**config.mk**
```make
export PLATFORM = sky130hd
export DESIGN_NAME = regbank_wb_arbiter
export DESIGN_NICKNAME = d
export VERILOG_FILES = /design/src/rtl/regbank_pkg.sv /design/src/rtl/rr_arb2.sv /design/src/rtl/regbank_wb_arbiter.sv
export SDC_FILE = /design/constraint.sdc
export NUM_CORES = 1
export LEC_CHECK = 0
export ABC_AREA = 1
export BUFFER_PORTS_ARGS = -buffer_cell sky130_fd_sc_hd__buf_2
export CAP_MARGIN = 20
export CORE_ASPECT_RATIO = 1.5
export CORE_UTILIZATION = 49
export DETAILED_ROUTE_END_ITERATION = 12
export PLACE_DENSITY = 0.84
export SYNTH_ARGS = -nofsm -noshare
export SYNTH_HDL_FRONTEND = slang
export SYNTH_SLANG_ARGS = --single-unit
```
**constraint.sdc**
```tcl
create_clock -name clk -period 1.6 [get_ports clk]
set_input_delay 0.16 -clock clk [delete_from_list [all_inputs] [get_ports clk]]
set_output_delay 0.16 -clock clk [all_outputs]
set_load 0.02 [all_outputs]
```
**src/rtl/regbank_pkg.sv**
```systemverilog
// Shared constants and requester identifiers for the register-bank writeback arbiter.
package regbank_pkg;

  localparam int ADDR_W = 5;
  localparam int DATA_W = 64;
  localparam int NREG   = 32;
  localparam logic [ADDR_W-1:0] ZERO_REG = ADDR_W'(31);

  typedef enum logic {
    REQ_ALU = 1'b0,
    REQ_MEM = 1'b1
  } req_id_e;

  // Scoreboard only tracks addresses that map onto one of its NREG bits.
  function automatic logic inRange(input logic [ADDR_W-1:0] addr);
    return int'(addr) < NREG;
  endfunction

endpackage

```
**src/rtl/rr_arb2.sv**
```systemverilog
// Two-requester round-robin arbiter; grants are combinational, the pointer
// moves to the non-granted requester after every grant.
module rr_arb2
  import regbank_pkg::*;
(
  input  logic clk,
  input  logic rst_n,
  input  logic aluValid,
  input  logic memValid,
  output logic aluGrant,
  output logic memGrant
);

  req_id_e ptr;

  always_comb begin
    aluGrant = 1'b0;
    memGrant = 1'b0;
    if (rst_n) begin
      if (aluValid && (!memValid || ptr == REQ_ALU)) aluGrant = 1'b1;
      else if (memValid)                             memGrant = 1'b1;
    end
  end

  always_ff @(posedge clk) begin
    if (!rst_n)        ptr <= REQ_ALU;
    else if (aluGrant) ptr <= REQ_MEM;
    else if (memGrant) ptr <= REQ_ALU;
  end

endmodule

```
**src/rtl/regbank_wb_arbiter.sv**
```systemverilog
// Writeback arbiter and pending-write scoreboard for the register bank's single write port.
// Optional WBARB_FWD_EN adds bypass hit flags that mask busy for the register being written now.
module regbank_wb_arbiter
  import regbank_pkg::*;
(
  input  logic              clk,
  input  logic              rst_n,
  input  logic              alu_valid,
  output logic              alu_ready,
  input  logic [ADDR_W-1:0] alu_addr,
  input  logic [DATA_W-1:0] alu_data,
  input  logic              mem_valid,
  output logic              mem_ready,
  input  logic [ADDR_W-1:0] mem_addr,
  input  logic [DATA_W-1:0] mem_data,
  input  logic              claim_valid,
  input  logic [ADDR_W-1:0] claim_addr,
  input  logic [ADDR_W-1:0] chk_a,
  input  logic [ADDR_W-1:0] chk_b,
  output logic              busy_a,
  output logic              busy_b,
`ifdef WBARB_FWD_EN
  output logic              fwd_a_hit,
  output logic              fwd_b_hit,
  output logic [DATA_W-1:0] fwd_data,
`endif
  output logic              rf_w,
  output logic [ADDR_W-1:0] rf_c,
  output logic [DATA_W-1:0] rf_dataC
);

  logic            aluHs;
  logic            memHs;
  logic [NREG-1:0] pendBits;
  logic [NREG-1:0] pendNext;
  logic            sbA;
  logic            sbB;

  rr_arb2 u_arb (
    .clk      (clk),
    .rst_n    (rst_n),
    .aluValid (alu_valid),
    .memValid (mem_valid),
    .aluGrant (alu_ready),
    .memGrant (mem_ready)
  );

  assign aluHs = alu_valid & alu_ready;
  assign memHs = mem_valid & mem_ready;

  // Stage p1: registered write port, one cycle after the handshake
  always_ff @(posedge clk) begin
    if (!rst_n) begin
      rf_w     <= 1'b0;
      rf_c     <= '0;
      rf_dataC <= '0;
    end else if (aluHs) begin
      rf_w     <= (alu_addr != ZERO_REG);
      rf_c     <= alu_addr;
      rf_dataC <= alu_data;
    end else if (memHs) begin
      rf_w     <= (mem_addr != ZERO_REG);
      rf_c     <= mem_addr;
      rf_dataC <= mem_data;
    end else begin
      rf_w     <= 1'b0;
    end
  end

  // A claim landing on the register being retired wins: it marks a new producer.
  always_comb begin
    pendNext = pendBits;
    if (rf_w && inRange(rf_c))
      pendNext[rf_c] = 1'b0;
    if (claim_valid && claim_addr != ZERO_REG && inRange(claim_addr))
      pendNext[claim_addr] = 1'b1;
  end

  always_ff @(posedge clk) begin
    if (!rst_n) pendBits <= '0;
    else        pendBits <= pendNext;
  end

  assign sbA = inRange(chk_a) && chk_a != ZERO_REG && pendBits[chk_a];
  assign sbB = inRange(chk_b) && chk_b != ZERO_REG && pendBits[chk_b];

`ifdef WBARB_FWD_EN
  assign fwd_a_hit = rf_w && rf_c == chk_a && !(claim_valid && claim_addr == chk_a);
  assign fwd_b_hit = rf_w && rf_c == chk_b && !(claim_valid && claim_addr == chk_b);
  assign fwd_data  = rf_dataC;
  assign busy_a    = sbA & ~fwd_a_hit;
  assign busy_b    = sbB & ~fwd_b_hit;
`else
  assign busy_a    = sbA;
  assign busy_b    = sbB;
`endif

endmodule

```
; ---- Word level (Yosys, flattened, before mapping)
; Cells that the tools add are included.
[totals]
register_bits = 103
word_cells = 55
in_bits = 158
[op_classes]
mux = 23
reduce_logical = 10
n_eq_ne = 5
n_bitwise = 6
n_lt_le_gt_ge = 6
[ops]
columns = operator, n
row1 = $mux W64, 2
row2 = $mux W32, 2
row3 = $and A32 B32 Y32, 1
row4 = $not A32 Y32, 1
row5 = $or A32 B32 Y32, 1
row6 = $ne A5 B5 Y1 const B, 5
row7 = $lt A5 B6 Y1 const B, 4
row8 = $mux W1, 13
row9 = $bmux W1 S5, 2
row10 = $demux W1 S5, 2
row11 = $ge A5 B1 Y1 const B, 2
row12 = $mux W5, 2
row13 = $logic_and A1 B1 Y1, 6
row14 = $reduce_bool A2 Y1, 2
row15 = $and A1 B1 Y1, 2
row16 = $logic_not A1 Y1, 1
row17 = $logic_or A1 B1 Y1, 1
row18 = $not A1 Y1, 1

; ---- Logic depth before layout (Yosys ltp)
; Gate-level depths: netlist of the first run.
[logic_depth]
ltp_word = 9
ltp_mapped = 12
depth_no_buf = 10

; ---- Cells and area by module
; A second synthesis of the first run with hierarchy kept.
[hier_totals]
cells_unflattened = 836
hier_area_um2 = 5307.6
[modules_own_cells]
columns = module, n_inst, cells_per_inst, seq_area_each_um2, area_per_inst_um2
row1 = regbank_wb_arbiter, 1, 826, 2042.0, 5253.8
row2 = rr_arb2, 1, 10, 20.0, 53.8

; ---- Least setup slack after synthesis of the first run
; Ideal clock, no wire load.
[synth_timing]
path_kind = reg2reg
from = reg u_arb.ptr
to = reg rf_dataC[0]
path_stages_with_launch = 10
setup_slack_ps = 106
n_path_buf = 2
t_required_ps = 1487
setup_time_ps = 113
arrival_ps = 1381
cell_sequence = dfxtp_1 > nand2_1 > nand2_2 > nand2_1 > nor2_2 > nor2_4 > buf_6 > buf_6 > o21ai_1 > nor2_1
[synth_between]
elab_chain_cells = 7
word_cells_on_any_way = 11
cone_classes = mux: 5 / bitwise: 3 / reduce/logical: 3
[synth_lines]
columns = element, line
row1 = from (decl), rr_arb2.sv:14  ; req_id_e ptr;
row2 = from (signal assigned), rr_arb2.sv:26  ; if (!rst_n) ptr <= REQ_ALU;
row3 = from (signal assigned), rr_arb2.sv:27  ; else if (aluGrant) ptr <= REQ_MEM;
row4 = from (signal assigned), rr_arb2.sv:28  ; else if (memGrant) ptr <= REQ_ALU;
row5 = $not A1 Y1, rr_arb2.sv:20  ; if (aluValid && (!memValid || ptr == REQ_ALU)) aluGrant = 1'b1;
row6 = $logic_or A1 B1 Y1, rr_arb2.sv:20
row7 = $logic_and A1 B1 Y1, rr_arb2.sv:20
row8 = $mux W1, rr_arb2.sv:20
row9 = $mux W1, rr_arb2.sv:19  ; if (rst_n) begin
row10 = via mem_ready, regbank_wb_arbiter.sv:13  ; output logic mem_ready,
row11 = $and A1 B1 Y1, regbank_wb_arbiter.sv:49  ; assign memHs = mem_valid & mem_ready;
row12 = $reduce_bool A2 Y1 (no source line), --
row13 = to (signal assigned), regbank_wb_arbiter.sv:60  ; rf_dataC <= alu_data;
row14 = to (signal assigned), regbank_wb_arbiter.sv:64  ; rf_dataC <= mem_data;
row15 = to (decl), regbank_wb_arbiter.sv:29  ; output logic [DATA_W-1:0] rf_dataC
; The timed path passes the listed nets, and every way through them passes these cells.
; A chain may end at the register's enable or synchronous reset.

; ---- Worst setup path after layout of the first run
[layout_timing]
from = reg u_arb.ptr
to = out alu_ready
[layout_between]
elab_chain_cells = 5
[layout_lines]
columns = element, line
row1 = $not A1 Y1, rr_arb2.sv:20
row2 = $logic_or A1 B1 Y1, rr_arb2.sv:20
row3 = $logic_and A1 B1 Y1, rr_arb2.sv:20
row4 = $mux W1, rr_arb2.sv:20
row5 = $mux W1, rr_arb2.sv:19
row6 = to (decl), regbank_wb_arbiter.sv:9  ; output logic alu_ready,
; No other way between the ends.

==> reports/qor.csv, run 1 <==
metric,value,unit
status,finished clean,
CP arrival,1.38,ns
f_max,647.7,MHz
Vias/cell,5.275,
# IOs,232,
r2r worst-path depth,9,
die area,0.01182,sq mm
hold buffers post-CTS,0,
Final GP Congestion,0.9017,
Mapped Cells,906,
Worst path depth,5,
post-DP HPWL,13060,um
layer with the highest usage,met2,
"most common cell after layout, fill and taps aside",nand2_1,
First DRT Iteration DRCs,241,
Critical Path Fanout Max,34,
CTS root buffer,clkbuf_16,
CP Launch Point,u_arb.ptr,
DRT antenna net count,0,
Worst path slowest cell,dfxtp_2,
total grt overflow,0,
Tightest Pin Transition,0.5973,ns
first-pass GRT wire length,27730,um
reg2reg end,rf_dataC[52],
CP Class,reg2out,
layout cells sized above 1,26.94,%
Final Cycle Share,96.50,%
CP endpoint,alu_ready,
port bufs,231,
clk buf depth,2,
worst r2r src,u_arb.ptr,
Worst path max stage delay,0.32,ns
critical path startpoint category,flop,
Pwr Density,913.0,mW/mm^2
syn_nets,1064,
final-report hold violation count,0,
antenna violations before repair,0,
largest net degree at the start of global routing,70,
Total Routed Length,18290,um
most frequent cells in the layout,"nand2_1 (267), buf_2 (229), nor2_1 (132), o21ai_0 (123), dfxtp_1 (91)",
number of global-route vias before repair,6135,
total inserted antenna cells,0,
DR pass1 iterations,7,
"CP delay by family, top",buffers and inverters,
Starting Density,50.42,%
H-tree levels,3,
placed cell count,1252,
P&R area growth vs syn,33.27,%
post-route insts no fill,1283,
Tot GR Track Use,30.06,%
register bit total from synthesis,103,
Peak VDD IR,0.6245,mV
count of yosys warnings during synthesis,0,
Worst Path Buf+Inv,2,
Final WS setup,0.05608,ns
critical path data required time,1.44,ns
wire length per cell,14.26,um
Syn Area/Cell,6.152,sq um
met3 Use GR,7.361,%
Worst setup EP type,primary output,
crit-path cells,nand2_2 > nand2_4 > nor2_8 > buf_12 > buf_2,
fraction of the yosys area taken by sequential cells,36.99,%
Core ar.,0.01106,sq mm
# fillers,1065,
Synth cell types,20,
final hold slack,0.1158,ns
TNS Setup,0,ns
total power,0.006782,W
die width,89.09,um
Die H,132.6,um
Post-Synthesis Cell Area,0.005574,sq mm
maxcap violations,0,
RSZ-0062 raised after global routing,true,
clk_skew,0.01037,ns
GR Util met2,51.31,%
nets@finish,1289,
clk slew on worst S/H paths,0.07,ns
Setup-failing EPs final,0,
r2r setup slk,0.08,ns
clock tree sinks,103,
drc violations,0,
met1 usage,33.40,%
relative slew slack,60.18,%
shortest period the worst path allows,1.544,ns
Leak,3.745,nW
CTS tree,yes,
Max Slew Vio Count,0,
Worst-Skew Late Latency,0.34,ns
DP Worst Slack,0.1217,ns
via count,6768,
CTS buffer count,9,
Rows,47,
Worst Hold Class,in2reg,
[report_power, final]
| group | internal [W] | switching [W] | total [W] |
|---|---|---|---|
| clock network | 0.00134 | 0.000904 | 0.00225 |
| registers | 0.00274 | 0.000108 | 0.00285 |
| logic | 0.000656 | 0.00103 | 0.00169 |
| total | 0.00474 | 0.00204 | 0.00678 |
[worst reg2reg max path, delay by kind of cell (launching register included)]
kind,cells,cell delay [ns]
flip-flops,1,0.33
AND/OR/NAND/NOR,6,0.59
buffers and inverters,3,0.49
[cells in the mapped netlist]
master / count / share of area (%)
a31oi_1: 2 / 0.22
buf_1: 1 / 0.067
dfxtp_1: 103 / 37
a21oi_1: 37 / 3.3
clkbuf_1: 29 / 2.0
nor2_4: 1 / 0.20
o21ai_1: 48 / 4.3
buf_2: 11 / 0.99
inv_2: 1 / 0.067
clkinv_2: 1 / 0.090
nand2_1: 269 / 18
nand3_1: 61 / 5.5
buf_6: 13 / 2.6
o21ai_0: 123 / 11
nor2_8: 1 / 0.36
inv_1: 59 / 4.0
nor2_1: 132 / 8.9
nand2_2: 1 / 0.11
nor2_2: 1 / 0.11
nor3_1: 12 / 1.1
[cells by family (layout without fill, tap and decap cells)]
| group | count (synthesis) | count (layout) | share of synthesized area, % |
|---|---|---|---|
| AOI/OAI and AO/OA | 210 | 210 | 18.90 |
| buffers and inverters | 115 | 345 | 9.764 |
| and+or+nand+nor | 478 | 478 | 34.34 |
| DFF | 103 | 103 | 36.99 |
[cell type report]
| type | count | area, sq um | share of cell area, % |
|---|---|---|---|
| multi-input combinational | 688 | 2983 | 40.15 |
| sequential | 103 | 2077 | 27.96 |
| timing repair buffer | 267 | 1634 | 22.00 |
| clock buffer | 14 | 274.0 | 3.689 |
| inverter | 61 | 234.0 | 3.150 |
| tap | 147 | 183.9 | 2.476 |
| clock inverter | 2 | 37.54 | 0.5053 |
| timing repair inverter | 1 | 5.005 | 0.06737 |
[state kept, by name (all words and copies together), names as in the netlist]
name / flops
rf_dataC: 64
pendBits: 32
rf_c: 5
rf_w: 1
u_arb.ptr: 1
[routing by layer]
metal,vias to the layer above,wire (um)
met1,2982,6876
met2,363,9050
met4,0,802
li1,3358,-
met3,65,1564
met5,-,0
[how the worst min path moves through the flow]
stage | depth (start not counted) | slack, ns | from | endpoint
2_1_floorplan | 2 | 0.32 | claim_addr[0] | pendBits[29]
3_3_place_gp | 2 | 0.45 | u_arb.ptr | u_arb.ptr
3_5_place_dp | 2 | 0.46 | u_arb.ptr | u_arb.ptr
4_1_cts | 3 | 0.11 | claim_addr[0] | pendBits[29]
5_1_grt | 3 | 0.12 | claim_addr[0] | pendBits[29]
6_report | 3 | 0.12 | claim_addr[0] | pendBits[29]
[through the flow]
stage               area (sq um)  util (%)
CTS                         7179     64.94
global placement            6840     61.87
global route                7428     67.19
floorplan                   5574         -
detailed placement          6840     61.87
finish                      7428     67.19
[timing repair]
| item | 4_1_cts | 5_1_grt |
|---|---|---|
| gates resized for setup | 3 | 31 |
| cloned | 0 | 6 |
| hold endpoints to repair | 0 | 0 |
| buffers inserted | 2 | 7 |
| setup endpoints to repair | 1 | 70 |
| pin swaps | 1 | 7 |
Power figures use the tool's default switching activity.
==> run 2: changes to the inputs <==
--- a/config.mk
+++ b/config.mk
@@ -11,7 +11,7 @@
 export CORE_ASPECT_RATIO = 1.5
 export CORE_UTILIZATION = 49
 export DETAILED_ROUTE_END_ITERATION = 12
-export PLACE_DENSITY = 0.84
+export PLACE_DENSITY_LB_ADDON = 0.05
 export SYNTH_ARGS = -nofsm -noshare
 export SYNTH_HDL_FRONTEND = slang
 export SYNTH_SLANG_ARGS = --single-unit
==> run 2 against run 1 <==
Clock power grew 2%. Maximum frequency down 0.80%. Design area down 1.4%. Hold slack improved by 0.0051 ns. Die area unchanged. First-iteration DRC count up 51%.
==> reports/qor.csv, run 2 (synthesized netlist as in run 1, its figures left out) <==
metric,value,unit
Sw Ratio,30.09,%
CP Class,reg2out,
drc violations,0,
"Cell Area, Placed",0.006875,sq mm
die area,0.01182,sq mm
NetSw,0.002024,W
Worst-Skew Late Latency,0.34,ns
Worst path slowest cell,dfxtp_1,
DRT antenna net count,0,
"most common cell after layout, fill and taps aside",nand2_1,
total grt overflow,0,
Peak VDD IR,0.5482,mV
clk slew on worst S/H paths,0.06,ns
RSZ-0062 raised after global routing,true,
Core ar.,0.01106,sq mm
status,finished clean,
Biggest register,rf_dataC,
DP Worst Slack,0.1502,ns
H-tree levels,3,
Pwr Density,918.5,mW/mm^2
CTS tree,yes,
Die H,132.6,um
max reg flops,64,
clk_skew,0.008405,ns
first-pass GRT wire length,27550,um
Rows,47,
total power,0.006725,W
f_max,642.5,MHz
Clk network pwr share,34.1,%
layout cells sized above 1,28.53,%
hold depth,3,
Critical Path Fanout Max,16,
Int Power,0.004702,W
maxcap violations,0,
Setup-failing EPs final,0,
worst r2r src,u_arb.ptr,
Tot GR Track Use,29.70,%
nets@finish,1280,
Total Routed Length,17550,um
Max Slew Vio Count,0,
Final Cycle Share,97.27,%
largest registers,"rf_dataC (64), pendBits (32), rf_c (5)",
P&R area growth vs syn,31.36,%
Final GP Congestion,0.8827,
CTS root buffer,clkbuf_16,
critical path data required time,1.44,ns
Leak,3.670,nW
sequential power share,42.2,%
Starting Density,50.42,%
DR pass1 iterations,5,
clock tree sinks,103,
antenna violations before repair,2,
combinational group share of total power,23.7,%
r2r worst-path depth,8,
Tightest Pin Transition,0.6109,ns
Final WS setup,0.04366,ns
First DRT Iteration DRCs,365,
TNS Setup,0,ns
post-DP HPWL,12940,um
Hold Startpoint,claim_addr[0],
wire length per cell,13.77,um
design area,0.007322,sq mm
via count,6468,
Vias/cell,5.077,
Worst path max stage delay,0.31,ns
critical path startpoint category,flop,
Worst setup EP type,primary output,
hold buffers post-CTS,0,
clk buf depth,2,
die width,89.09,um
shortest period the worst path allows,1.556,ns
CTS buffer count,9,
Hold EP,pendBits[29],
final-report hold violation count,0,
# IOs,232,
largest net degree at the start of global routing,70,
number of global-route vias before repair,5939,
Worst Hold Class,in2reg,
Final Util,66.23,%
relative slew slack,59.28,%
reg2reg end,rf_c[2],
CP arrival,1.40,ns
r2r setup slk,0.14,ns
port bufs,231,
crit-path cells,nand2_1 > nand2_2 > nor2_8 > buf_12 > buf_2,
most frequent cells in the layout,"nand2_1 (263), buf_2 (229), nor2_1 (132), o21ai_0 (123), dfxtp_1 (86)",
[run 2: cell count changes in the layout (fill, tap and decap cells not counted), moves of 4 or more]
| cell | change |
|---|---|
| dfxtp_1 | -5 |
| inv_2 | +11 |
| nand2_1 | -4 |
| dfxtp_2 | +5 |
| nand3_1 | -4 |
| inv_1 | -11 |
| nand2_2 | +5 |
| nand3_2 | +4 |
[run 2: layout make-up]
class | count | area, sq um
Inverter | 61 | 231.5
Multi-Input combinational cell | 688 | 3008
Sequential cell | 103 | 2083
Clock inverter | 5 | 83.83
Clock buffer | 9 | 225.2
Timing Repair Buffer | 259 | 1501
Fill cell | 1107 | 3734
Tap cell | 147 | 183.9
Antenna cell | 2 | 5.005
[run 2: per-stage QoR]
| step | hold slack [ns] | std cells |
|---|---|---|
| final | 0.1209 | 1274 |
| after global routing | 0.1332 | 1274 |
| after floorplan | 0.3202 | 906 |
| after global placement | 0.4523 | 1255 |
| after CTS | 0.1196 | 1269 |
| after detailed placement | 0.4607 | 1255 |
[run 2: per-layer routing]
| layer | wire length [um] | GRT usage (%) | vias to the layer above |
|---|---|---|---|
| met2 | 9276 | 53.94 | 224 |
| met1 | 6823 | 32.94 | 2867 |
| met5 | 0 | 0 | - |
| met3 | 954 | 5.490 | 35 |
| li1 | - | - | 3342 |
| met4 | 495 | 11.99 | 0 |
[run 2: what timing repair did]
item | CTS | global route
setup buffers | 0 | 1
setup endpoints to repair | 0 | 17
resized for setup | 0 | 48
[run 2: critical path: cells and delay by family, from the launching register on]
kind / cells / cell delay [ns]
buffers and inverters: 2 / 0.35
AND/OR/NAND/NOR: 3 / 0.39
flip-flops: 1 / 0.31
[run 2: worst max path at each step]
stage                            start           end  slack, ns  depth (start not counted)
after global routing      pendBits[15]        busy_a      -0.05                         11
after detailed placement     u_arb.ptr  rf_dataC[16]       0.15                          9
after global placement       u_arb.ptr  rf_dataC[26]       0.20                          9
after floorplan              u_arb.ptr   rf_dataC[0]       0.11                          9
after CTS                 pendBits[28]        busy_a       0.01                         11
final                        u_arb.ptr     alu_ready       0.04                          5
[run 2: power groups by stage]
stage,logic (W),registers (W),clock network (W)
floorplan,0.000770,0.00308,0
global placement,0.00153,0.00289,0
detailed placement,0.00154,0.00289,0
CTS,0.00155,0.00284,0.00233
global route,0.00177,0.00286,0.00244
finish,0.00159,0.00284,0.00229
==> run 3: changes to the inputs <==
--- a/config.mk
+++ b/config.mk
@@ -6,10 +6,12 @@
 export NUM_CORES = 1
 export LEC_CHECK = 0
 export ABC_AREA = 1
-export BUFFER_PORTS_ARGS = -buffer_cell sky130_fd_sc_hd__buf_2
+export BUFFER_PORTS_ARGS = -buffer_cell sky130_fd_sc_hd__buf_4
 export CAP_MARGIN = 20
+export CELL_PAD_IN_SITES_DETAIL_PLACEMENT = 0
+export CELL_PAD_IN_SITES_GLOBAL_PLACEMENT = 2
 export CORE_ASPECT_RATIO = 1.5
-export CORE_UTILIZATION = 49
+export CORE_UTILIZATION = 24
 export DETAILED_ROUTE_END_ITERATION = 12
 export PLACE_DENSITY_LB_ADDON = 0.05
 export SYNTH_ARGS = -nofsm -noshare
==> run 3 against run 2 <==
Clock-buffer cell count up 2. Global-route usage fell by 10 points. Non-clock buffer count grew 3. Clock power fell by 4%. Register-to-register slack barely moved. Cell count is 10% higher. Utilization fell by 31 points. Sequential share of layout area fell by 2.6 points. Flip-flop and latch count did not move. Critical endpoint is now busy_b. Largest cell class unchanged.
==> reports/qor.csv, run 3 (synthesized netlist as in run 1, its figures left out) <==
metric,value,unit
Leak,3.829,nW
Biggest register,rf_dataC,
Core ar.,0.02255,sq mm
die area,0.02385,sq mm
clk_skew,0.007430,ns
clk slew on worst S/H paths,0.07,ns
drc violations,0,
Max Slew Vio Count,0,
port bufs,231,
critical path startpoint category,flop,
RSZ-0062 raised after global routing,true,
Rows,67,
Worst Hold Class,in2reg,
First DRT Iteration DRCs,174,
hold depth,3,
worst r2r src,u_arb.ptr,
nets@finish,1283,
"Cell Area, Placed",0.007632,sq mm
CTS buffer count,9,
die width,126.4,um
number of global-route vias before repair,6372,
Final WS setup,0.02874,ns
largest net degree at the start of global routing,70,
hold buffers post-CTS,0,
Hold Startpoint,claim_addr[0],
clk buf depth,2,
Tot GR Track Use,19.33,%
via count,6375,
Setup-failing EPs final,0,
CP arrival,1.41,ns
layout cells sized above 1,28.08,%
reg2reg end,rf_dataC[17],
H-tree levels,3,
clock tree sinks,103,
DRT antenna net count,0,
DR pass1 iterations,4,
Critical Path Fanout Max,2,
# fillers,2569,
f_max,636.4,MHz
design area,0.008041,sq mm
max reg flops,64,
first-pass GRT wire length,34930,um
Worst setup EP type,primary output,
total power,0.006876,W
relative slew slack,54.86,%
final-report hold violation count,0,
DP Worst Slack,0.1511,ns
final hold slack,0.09069,ns
antenna violations before repair,0,
r2r setup slk,0.15,ns
Tightest Pin Transition,0.6772,ns
area taken by multi-input logic gates,0.003018,sq mm
total grt overflow,0,
CP Class,reg2out,
Pwr Density,855.1,mW/mm^2
CTS root buffer,clkbuf_16,
CTS tree,yes,
"most common cell after layout, fill and taps aside",nand2_1,
critical path data required time,1.44,ns
Worst-Skew Late Latency,0.35,ns
Final GP Congestion,0.7454,
Die H,188.7,um
wire length per cell,16.23,um
Vias/cell,4.537,
Starting Density,24.72,%
total inserted antenna cells,0,
most frequent cells in the layout,"nand2_1 (263), buf_4 (250), nor2_1 (132), o21ai_0 (123), dfxtp_1 (88)",
P&R area growth vs syn,44.26,%
post-DP HPWL,17540,um
maxcap violations,0,
Final Cycle Share,98.20,%
largest registers,"rf_dataC (64), pendBits (32), rf_c (5)",
register area,0.002081,sq mm
Total Routed Length,22800,um
status,finished clean,
r2r worst-path depth,9,
Hold EP,pendBits[29],
# IOs,232,
Peak VDD IR,0.4340,mV
shortest period the worst path allows,1.571,ns
## run 3: layout make-up
cell class                      instances  area share (%)
Inverter                               61           2.863
Timing Repair Buffer                  262           25.95
Sequential cell                       103           25.88
Multi-Input combinational cell        688           37.53
Tap cell                              276           4.294
Clock buffer                           11           2.894
Clock inverter                          4          0.5913
## run 3: worst max-delay path by stage
stage	startpoint	to	slack (ns)	cells past startpoint
after detailed placement	u_arb.ptr	rf_dataC[45]	0.15	8
after global placement	chk_b[0]	busy_b	0.18	13
after floorplan	u_arb.ptr	rf_dataC[0]	0.11	9
after global routing	pendBits[24]	busy_b	-0.07	11
final	pendBits[29]	busy_b	0.03	11
after CTS	pendBits[29]	busy_b	0.001	11
## run 3: metal layers
layer  wire length (um)  vias up  GRT usage (%)
met5                  0        -              0
met4                388        0          5.839
met3               1593       16          6.161
met2              12920      159          38.76
met1               7896     2852          18.16
li1                   -     3348              -
## run 3: stage by stage
stage / utilization, % / setup TNS [ns] / std cells
global placement: 33.85 / 0 / 1388
detailed placement: 33.85 / 0 / 1388
global route: 35.66 / -0.1331 / 1405
CTS: 35.25 / 0 / 1403
floorplan: - / 0 / 906
finish: 35.66 / 0 / 1405
## run 3: critical path, stage by stage, from the launching register on
cell and delay, ns:
dfxtp_2 0.33, inv_2 0.04, nand2_2 0.05, nand3_1 0.08, nand2_2 0.10, nand2_1 0.05, nand2_1 0.08, inv_1 0.04
nand2_1 0.05, nand2_1 0.04, nand2_1 0.08, buf_6 0.12
## run 3: power breakdown
group | leakage, nW | internal (W) | total (W) | switching, W
combinational | 2.84 | 0.000797 | 0.00184 | 0.00104
clock | 0.135 | 0.00120 | 0.00219 | 0.000986
sequential | 0.854 | 0.00274 | 0.00285 | 0.000111
## run 3: what timing repair did
action	4_1_cts	5_1_grt
gates cloned	0	1
setup buffers	0	1
gates resized for setup	14	31
endpoints found under the setup margin	3	21
pin swaps	5	12
